<file path="src/rtl/inst_feeder_pkg.sv">
// Shared types and constants for the instruction feeder.
package inst_feeder_pkg;

  typedef enum logic [1:0] {
    ST_IDLE,
    ST_LOAD,
    ST_RUN,
    ST_HALT
  } state_e;

  typedef enum logic [1:0] {
    HC_NONE      = 2'd0,
    HC_PC_OOR    = 2'd1,
    HC_SELF_LOOP = 2'd2,
    HC_TIMEOUT   = 2'd3
  } halt_cause_e;

  localparam logic [31:0] NOP_INST = 32'h0000_0013;  // addi x0,x0,0
  localparam logic [31:0] JAL_SELF = 32'h0000_006F;  // jal x0,0

  // Saturating 32-bit increment used by all run statistics.
  function automatic logic [31:0] sat_inc(input logic [31:0] v);
    return (v == '1) ? v : v + 32'd1;
  endfunction

endpackage

</file>
<file path="src/rtl/inst_feeder_if.sv">
// Core-side bus between the feeder (master) and the cpu core (slave).
interface inst_feeder_if #(
  parameter int unsigned XLEN = 32
);
  logic [XLEN-1:0] pc;
  logic            store;
  logic            load;
  logic [XLEN-1:0] address;
  logic [XLEN-1:0] d;
  logic [XLEN-1:0] inst;
  logic            cpu_n_rst;

  modport master (
    input  pc, store, load, address, d,
    output inst, cpu_n_rst
  );

  modport slave (
    output pc, store, load, address, d,
    input  inst, cpu_n_rst
  );
endinterface

</file>
<file path="src/rtl/inst_feeder_mem.sv">
// Program buffer: synchronous write port, asynchronous read port.
module inst_feeder_mem #(
  parameter  int unsigned XLEN  = 32,
  parameter  int unsigned DEPTH = 64,
  localparam int unsigned AW    = $clog2(DEPTH)
) (
  input  logic            clk,
  input  logic            we_i,
  input  logic [AW-1:0]   waddr_i,
  input  logic [XLEN-1:0] wdata_i,
  input  logic [AW-1:0]   raddr_i,
  output logic [XLEN-1:0] rdata_o
);

  logic [XLEN-1:0] mem_q [DEPTH];

  // Append port; contents survive reset and clear.
  always_ff @(posedge clk) begin
    if (we_i) mem_q[waddr_i] <= wdata_i;
  end

  assign rdata_o = mem_q[raddr_i];

endmodule

</file>
<file path="src/rtl/inst_feeder.sv">
// Instruction-stream driver for the cpu core: loadable program buffer
// indexed by pc, core reset ownership, store/load statistics and halt
// detection. Optional store trace enabled by INST_FEEDER_TRACE_EN.
module inst_feeder
  import inst_feeder_pkg::*;
#(
  parameter int unsigned     XLEN       = 32,
  parameter int unsigned     DEPTH      = 64,
  parameter logic [XLEN-1:0] BASE       = '0,
  parameter int unsigned     MAX_CYCLES = 4096
) (
  input  logic                     clk,
  input  logic                     rst,
  input  logic                     clear_i,
  input  logic                     prog_we_i,
  input  logic [XLEN-1:0]          prog_data_i,
  input  logic                     start_i,
  inst_feeder_if.master            core,
  output logic                     running_o,
  output logic                     halted_o,
  output logic                     overflow_o,
  output logic [1:0]               halt_cause_o,
  output logic [$clog2(DEPTH):0]   prog_len_o,
  output logic [31:0]              cycle_cnt_o,
  output logic [31:0]              store_cnt_o,
  output logic [31:0]              load_cnt_o,
  output logic [XLEN-1:0]          last_st_addr_o,
  output logic [XLEN-1:0]          last_st_data_o
);

  localparam int unsigned AW = $clog2(DEPTH);

  state_e          state_q, state_d;
  halt_cause_e     cause_q, cause_d;
  logic [AW:0]     len_q, len_d;
  logic            ovf_q, ovf_d;
  logic [31:0]     cyc_q, cyc_d, st_q, st_d, ld_q, ld_d;

  logic [XLEN-1:0] off;
  logic            in_range;
  logic [XLEN-1:0] rdata;
  logic            mem_we;
  logic [AW-1:0]   waddr;

  assign off      = core.pc - BASE;
  assign in_range = (core.pc >= BASE) && (off[1:0] == 2'b00) &&
                    ((off >> 2) < XLEN'(len_q));

  assign mem_we = prog_we_i && !clear_i &&
                  ((state_q == ST_IDLE) ||
                   ((state_q == ST_LOAD) && (len_q != (AW+1)'(DEPTH))));
  assign waddr  = (state_q == ST_IDLE) ? '0 : len_q[AW-1:0];

  inst_feeder_mem #(
    .XLEN  (XLEN),
    .DEPTH (DEPTH)
  ) u_mem (
    .clk     (clk),
    .we_i    (mem_we),
    .waddr_i (waddr),
    .wdata_i (prog_data_i),
    .raddr_i (off[AW+1:2]),
    .rdata_o (rdata)
  );

  // State register.
  always_ff @(posedge clk or posedge rst) begin
    if (rst) state_q <= ST_IDLE;
    else     state_q <= state_d;
  end

  // Status and statistics registers.
  always_ff @(posedge clk or posedge rst) begin
    if (rst) begin
      cause_q <= HC_NONE;
      len_q   <= '0;
      ovf_q   <= 1'b0;
      cyc_q   <= '0;
      st_q    <= '0;
      ld_q    <= '0;
    end else begin
      cause_q <= cause_d;
      len_q   <= len_d;
      ovf_q   <= ovf_d;
      cyc_q   <= cyc_d;
      st_q    <= st_d;
      ld_q    <= ld_d;
    end
  end

  // Next state: clear first, then load/start handling and RUN halt checks.
  always_comb begin
    state_d = state_q;
    cause_d = cause_q;
    len_d   = len_q;
    ovf_d   = ovf_q;
    cyc_d   = cyc_q;
    st_d    = st_q;
    ld_d    = ld_q;
    if (clear_i) begin
      state_d = ST_IDLE;
      cause_d = HC_NONE;
      len_d   = '0;
      ovf_d   = 1'b0;
      cyc_d   = '0;
      st_d    = '0;
      ld_d    = '0;
    end else begin
      unique case (state_q)
        ST_IDLE: begin
          if (prog_we_i) begin
            len_d   = (AW+1)'(1);
            state_d = ST_LOAD;
          end
        end
        ST_LOAD: begin
          // A write in the same cycle as start still lands before RUN.
          if (prog_we_i) begin
            if (len_q == (AW+1)'(DEPTH)) ovf_d = 1'b1;
            else                         len_d = len_q + (AW+1)'(1);
          end
          if (start_i) begin
            state_d = ST_RUN;
            cyc_d   = '0;
            st_d    = '0;
            ld_d    = '0;
          end
        end
        ST_RUN: begin
          cyc_d = sat_inc(cyc_q);
          if (core.store) st_d = sat_inc(st_q);
          if (core.load)  ld_d = sat_inc(ld_q);
          if (!in_range) begin
            cause_d = HC_PC_OOR;
            state_d = ST_HALT;
          end else if (rdata == XLEN'(JAL_SELF)) begin
            cause_d = HC_SELF_LOOP;
            state_d = ST_HALT;
          end else if (cyc_q == 32'(MAX_CYCLES - 1)) begin
            cause_d = HC_TIMEOUT;
            state_d = ST_HALT;
          end
        end
        ST_HALT: ;
        default: state_d = ST_IDLE;
      endcase
    end
  end

`ifdef INST_FEEDER_TRACE_EN
  logic [XLEN-1:0] tr_addr_q, tr_data_q;

  // Capture the most recent store seen during RUN.
  always_ff @(posedge clk or posedge rst) begin
    if (rst) begin
      tr_addr_q <= '0;
      tr_data_q <= '0;
    end else if (clear_i) begin
      tr_addr_q <= '0;
      tr_data_q <= '0;
    end else if ((state_q == ST_RUN) && core.store) begin
      tr_addr_q <= core.address;
      tr_data_q <= core.d;
    end
  end

  assign last_st_addr_o = tr_addr_q;
  assign last_st_data_o = tr_data_q;
`else
  assign last_st_addr_o = '0;
  assign last_st_data_o = '0;
`endif

  assign core.inst      = ((state_q == ST_RUN) && in_range) ? rdata : XLEN'(NOP_INST);
  assign core.cpu_n_rst = (state_q == ST_RUN) || (state_q == ST_HALT);
  assign running_o      = (state_q == ST_RUN);
  assign halted_o       = (state_q == ST_HALT);
  assign overflow_o     = ovf_q;
  assign halt_cause_o   = cause_q;
  assign prog_len_o     = len_q;
  assign cycle_cnt_o    = cyc_q;
  assign store_cnt_o    = st_q;
  assign load_cnt_o     = ld_q;

endmodule
</file>
<file path="src/flat_wrapper.sv">
// flat-port wrapper written by rule: the top's interface ports become plain ports
module inst_feeder_flat import inst_feeder_pkg::*;
#(
  parameter int unsigned     XLEN       = 32,
  parameter int unsigned     DEPTH      = 64,
  parameter logic [XLEN-1:0] BASE       = '0,
  parameter int unsigned     MAX_CYCLES = 4096
)
  (clk, rst, clear_i, prog_we_i, prog_data_i, start_i, running_o, halted_o, overflow_o, halt_cause_o, prog_len_o, cycle_cnt_o, store_cnt_o, load_cnt_o, last_st_addr_o, last_st_data_o, core_pc, core_store, core_load, core_address, core_d, core_inst, core_cpu_n_rst);
  inst_feeder_if #(.XLEN(XLEN)) core_i ();
  input  logic clk;
  input  logic rst;
  input  logic clear_i;
  input  logic prog_we_i;
  input  logic [XLEN-1:0] prog_data_i;
  input  logic start_i;
  output logic running_o;
  output logic halted_o;
  output logic overflow_o;
  output logic [1:0] halt_cause_o;
  output logic [$clog2(DEPTH):0] prog_len_o;
  output logic [31:0] cycle_cnt_o;
  output logic [31:0] store_cnt_o;
  output logic [31:0] load_cnt_o;
  output logic [XLEN-1:0] last_st_addr_o;
  output logic [XLEN-1:0] last_st_data_o;
  input wire logic [$bits(core_i.pc)-1:0] core_pc;
  input wire logic [$bits(core_i.store)-1:0] core_store;
  input wire logic [$bits(core_i.load)-1:0] core_load;
  input wire logic [$bits(core_i.address)-1:0] core_address;
  input wire logic [$bits(core_i.d)-1:0] core_d;
  output wire logic [$bits(core_i.inst)-1:0] core_inst;
  output wire logic [$bits(core_i.cpu_n_rst)-1:0] core_cpu_n_rst;
  assign core_i.pc = core_pc;
  assign core_i.store = core_store;
  assign core_i.load = core_load;
  assign core_i.address = core_address;
  assign core_i.d = core_d;
  assign core_inst = core_i.inst;
  assign core_cpu_n_rst = core_i.cpu_n_rst;
  inst_feeder #(.XLEN(XLEN), .DEPTH(DEPTH), .BASE(BASE), .MAX_CYCLES(MAX_CYCLES)) u_core (.clk(clk), .rst(rst), .clear_i(clear_i), .prog_we_i(prog_we_i), .prog_data_i(prog_data_i), .start_i(start_i), .core(core_i), .running_o(running_o), .halted_o(halted_o), .overflow_o(overflow_o), .halt_cause_o(halt_cause_o), .prog_len_o(prog_len_o), .cycle_cnt_o(cycle_cnt_o), .store_cnt_o(store_cnt_o), .load_cnt_o(load_cnt_o), .last_st_addr_o(last_st_addr_o), .last_st_data_o(last_st_data_o));
endmodule
</file>
<file path="config.mk">
export PLATFORM = sky130hd
export DESIGN_NAME = inst_feeder_flat
export DESIGN_NICKNAME = d
export VERILOG_FILES = /design/src/rtl/inst_feeder_pkg.sv /design/src/rtl/inst_feeder_if.sv /design/src/rtl/inst_feeder_mem.sv /design/src/rtl/inst_feeder.sv /design/src/flat_wrapper.sv
export SDC_FILE = /design/constraint.sdc
export NUM_CORES = 2
export LEC_CHECK = 0
export CAP_MARGIN = 40
export CORE_ASPECT_RATIO = 0.5
export CORE_UTILIZATION = 34
export DETAILED_ROUTE_END_ITERATION = 16
export GPL_ROUTABILITY_DRIVEN = 1
export PLACE_DENSITY = 0.59
export SKIP_LAST_GASP = 1
export SYNTH_ARGS = -nofsm -noshare
export SYNTH_HDL_FRONTEND = slang
export SYNTH_SLANG_ARGS = --single-unit
</file>
<file path="constraint.sdc">
create_clock -name clk -period 4.49 [get_ports clk]
set_input_delay 0.898 -clock clk [delete_from_list [all_inputs] [get_ports clk]]
set_output_delay 0.898 -clock clk [all_outputs]
set_load 0.02 [all_outputs]
</file>
==> impl_metrics.yaml <==
run_status:
  outcome: "finished clean"
grt:
  grt_usage: 0.208
  grt_max_degree: 65
  grt_pass1_wl_um: 372000
  first_global_vias: 48124
  grt_overflow: 0
  grt_antenna_before_repair: 6
worst_setup_path:
  r2r_cells: 12
  timing.rr.end: "u_core.state_q[0]$_DFFE_PP0P_"
  r2r_start: "u_core.u_mem.mem_q[51][28]$_DFFE_PP_"
  crit_required_ns: 3.59
  path_class: "in -> out"
  start_kind: "input pin"
  crit_end: "core_inst[26]"
  crit_path_end_kind: "output pin"
  r2r_setup_slack_ns: 0.88
  critPathLaunch: "core_pc[2]"
  cp_max_fo: 10
  critical_path_arrival_ns: 3.56
power:
  power_density_nw_per_um2: 403
  vdd_drop_max_mv: 0.289
  p_leak_nw: 34.7
clocking:
  cts.sinks: 2156
  clk_pin_slew_ns: 0.06
  clock_latency_ns: 0.88
  hold_buffers: 0
  clockBufferDepth: 4
  cts_root_buf: "clkbuf_16"
  cts_tree: "built"
  cts_max_level: 4
  cts_buffers: 204
routing:
  drc: 0
  vias: 48692
  met3RoutedLength_um: 24400
  drt-total-wl_um: 269000
  drt_pre_antenna_iters: 5
  highest_layer: "met4"
  antenna_left: 0
  detail_route.wl_per_cell_um: 30.7
  vias_per_cell: 5.54
  m1WireLength_um: 109000
  wl_met2_um: 127000
  initialDrtViolationCount: 6476
synthesis:
  synth_edf_count: 2048
  avgSynthCellArea_um2: 19.3
  synth_cells: 4425
  synth-seq-cells: 2156
  netlist_area_um2: 85400
  ys_types: 85
  synth_top_flop_cell: "edfxtp_1"
  ys_async_sr_fraction: 0.0501
  yosys_warnings: 0
  ys_top_cells_by_area: "edfxtp_1 (72%), mux4_2 (9.6%), mux2i_1 (3.8%)"
  synth_top_cell_area_share: 0.720
  synth.largest_area_cell: "edfxtp_1"
  synth_seq_area_share: 0.752
floorplan:
  start_util: 0.344
  io_pins: 340
  dieHeight_um: 356
  fp-row-count: 129
  die_area_um2: 253000
  fp.dieW_um: 711
  fp.coreArea_um2: 248000
finish:
  fin_cells: 8787
  syn_to_final_growth_pct: 21.5
  fin_area_um2: 104000
  final_nets: 5442
  drive_gt1_frac: 0.278
  fin_util: 0.418
timing:
  drv_slew: 0
  clock_skew_ns: 0.0753
  worst_slack_ns: 0.0298
  relSlewSlack: 0.390
  min_period_ns: 4.46
  fmax_mhz: 224
  worst_slew_pin_slew_ns: 0.913
  tns_ns: 0
  rsz0062_at_grt: "yes"
  hold_viol_final: 0
  setup_viol: 0
  finalCritPeriodShare: 0.993
run:
  cap_violations: 0
place:
  place_worst_setup_slack_ns: -0.769
  port-buffer-count: 211
  gp_congestion: 0.846
  place_area_um2: 97000
  dp_hpwl_um: 170000
  dp.cells: 8408
min_path:
  holdCritPathClass: "in -> async"
[cell usage after synthesis (6+ instances only)]
master / n
nand4_1: 34
ha_1: 15
a31oi_1: 22
a221oi_1: 7
or2_2: 10
clkbuf_1: 74
xnor2_1: 26
mux2_2: 12
nor2_1: 246
mux2i_1: 322
a211oi_1: 13
and4_1: 12
buf_6: 22
buf_2: 67
a22oi_1: 92
a21oi_1: 45
buf_8: 7
buf_4: 106
a32oi_1: 16
nor2b_1: 29
o21ai_0: 45
o22ai_1: 77
mux4_1: 15
nor4_1: 21
o221ai_1: 16
xor2_1: 58
nand2b_1: 13
inv_1: 22
nand3_1: 99
nand2_1: 164
dfrtp_1: 108
and2_1: 14
edfxtp_1: 2048
o211ai_1: 17
mux4_2: 363
buf_1: 11
or3_1: 8
nor3_1: 32
a311oi_1: 6
and3_1: 30
[final cells by class]
| type | instances | area [um^2] |
|---|---|---|
| clock buffers | 254 | 5310 |
| diodes | 3 | 7.51 |
| clock inverters | 104 | 827 |
| well taps | 3340 | 4180 |
| multi-input cells | 2018 | 20200 |
| inverters | 24 | 105 |
| flip-flops and latches | 2156 | 64200 |
| repair buffers | 888 | 8880 |
| fillers | 21714 | 145000 |
[per-stage QoR]
stage	hold WS, ns	power [mW]
global route	0.329	42.9
finish	0.345	41.8
detailed placement	0.483	25.6
floorplan	0.534	24.0
global placement	0.494	25.5
CTS	0.311	41.9
[logic make-up after synthesis]
kind of cell,share of synthesized area
adder cells (fa/ha/maj),0.00220
flip-flops,0.752
other,0.0000439
AND/OR/NAND/NOR,0.0411
multiplexers,0.140
buffers and inverters,0.0229
AO/OA/AOI/OAI,0.0334
XOR/XNOR,0.00862
[worst max-delay path: stages]
cell and delay, ns:
buf_8 0.14, buf_16 0.17, buf_12 0.14, buf_4 0.16, buf_12 0.15, buf_4 0.16, mux2i_1 0.12, a22oi_1 0.22
nand3_1 0.26, o211ai_1 0.19, buf_4 0.21, nand3_1 0.20, buf_4 0.20, nor2_1 0.12, buf_4 0.18
[metal layers]
layer / up-vias / global-route usage
li1: 19647 / -
met1: 26004 / 0.288
met5: - / 0
met2: 2630 / 0.336
met3: 411 / 0.0357
met4: 0 / 0.0657
[cells in the final DEF (no fill, tap or decap), types with 107 or more instances in the layout]
cell type	n
clkdlybuf4s50_1	141
nor2_1	174
buf_4	535
buf_12	130
mux4_2	363
clkbuf_16	206
nand2_1	164
edfxtp_1	2048
dfrtp_1	107
mux2i_1	319
[flip-flops by register name, summed over array words and instances (netlist names)]
register / cells
u_core.halt_cause_o: 2
u_core.cycle_cnt_o: 32
u_core.state_q: 2
u_core.u_mem.mem_q: 2048
u_core.load_cnt_o: 32
u_core.prog_len_o: 7
u_core.store_cnt_o: 32
u_core.overflow_o: 1
[what timing repair did]
item                       in CTS  in global routing
setup buffers                  11                  5
pin swaps                       6                  6
resized for setup              79                 41
gates cloned                    3                  0
setup endpoints to repair      30                 28
[worst min path at each step]
stage	to	slack (ns)	cells after the start
CTS	u_core.u_mem.mem_q[34][1]$_DFFE_PP_	0.31	1
global route	u_core.store_cnt_o[6]$_DFFE_PP0P_	0.33	2
global placement	u_core.halt_cause_o[1]$_DFFE_PP0P_	0.49	1
finish	u_core.store_cnt_o[14]$_DFFE_PP0P_	0.34	2
floorplan	u_core.state_q[1]$_DFFE_PP0P_	0.53	1
detailed placement	u_core.halt_cause_o[1]$_DFFE_PP0P_	0.48	1
[report_power, final]
group	leakage (nW)	internal [mW]	switching [mW]
logic	11.8	1.22	1.92
clock network	2.99	9.00	7.50
registers	19.9	22.1	0.0412
No activity file was read; power rests on OpenSTA's default activity.
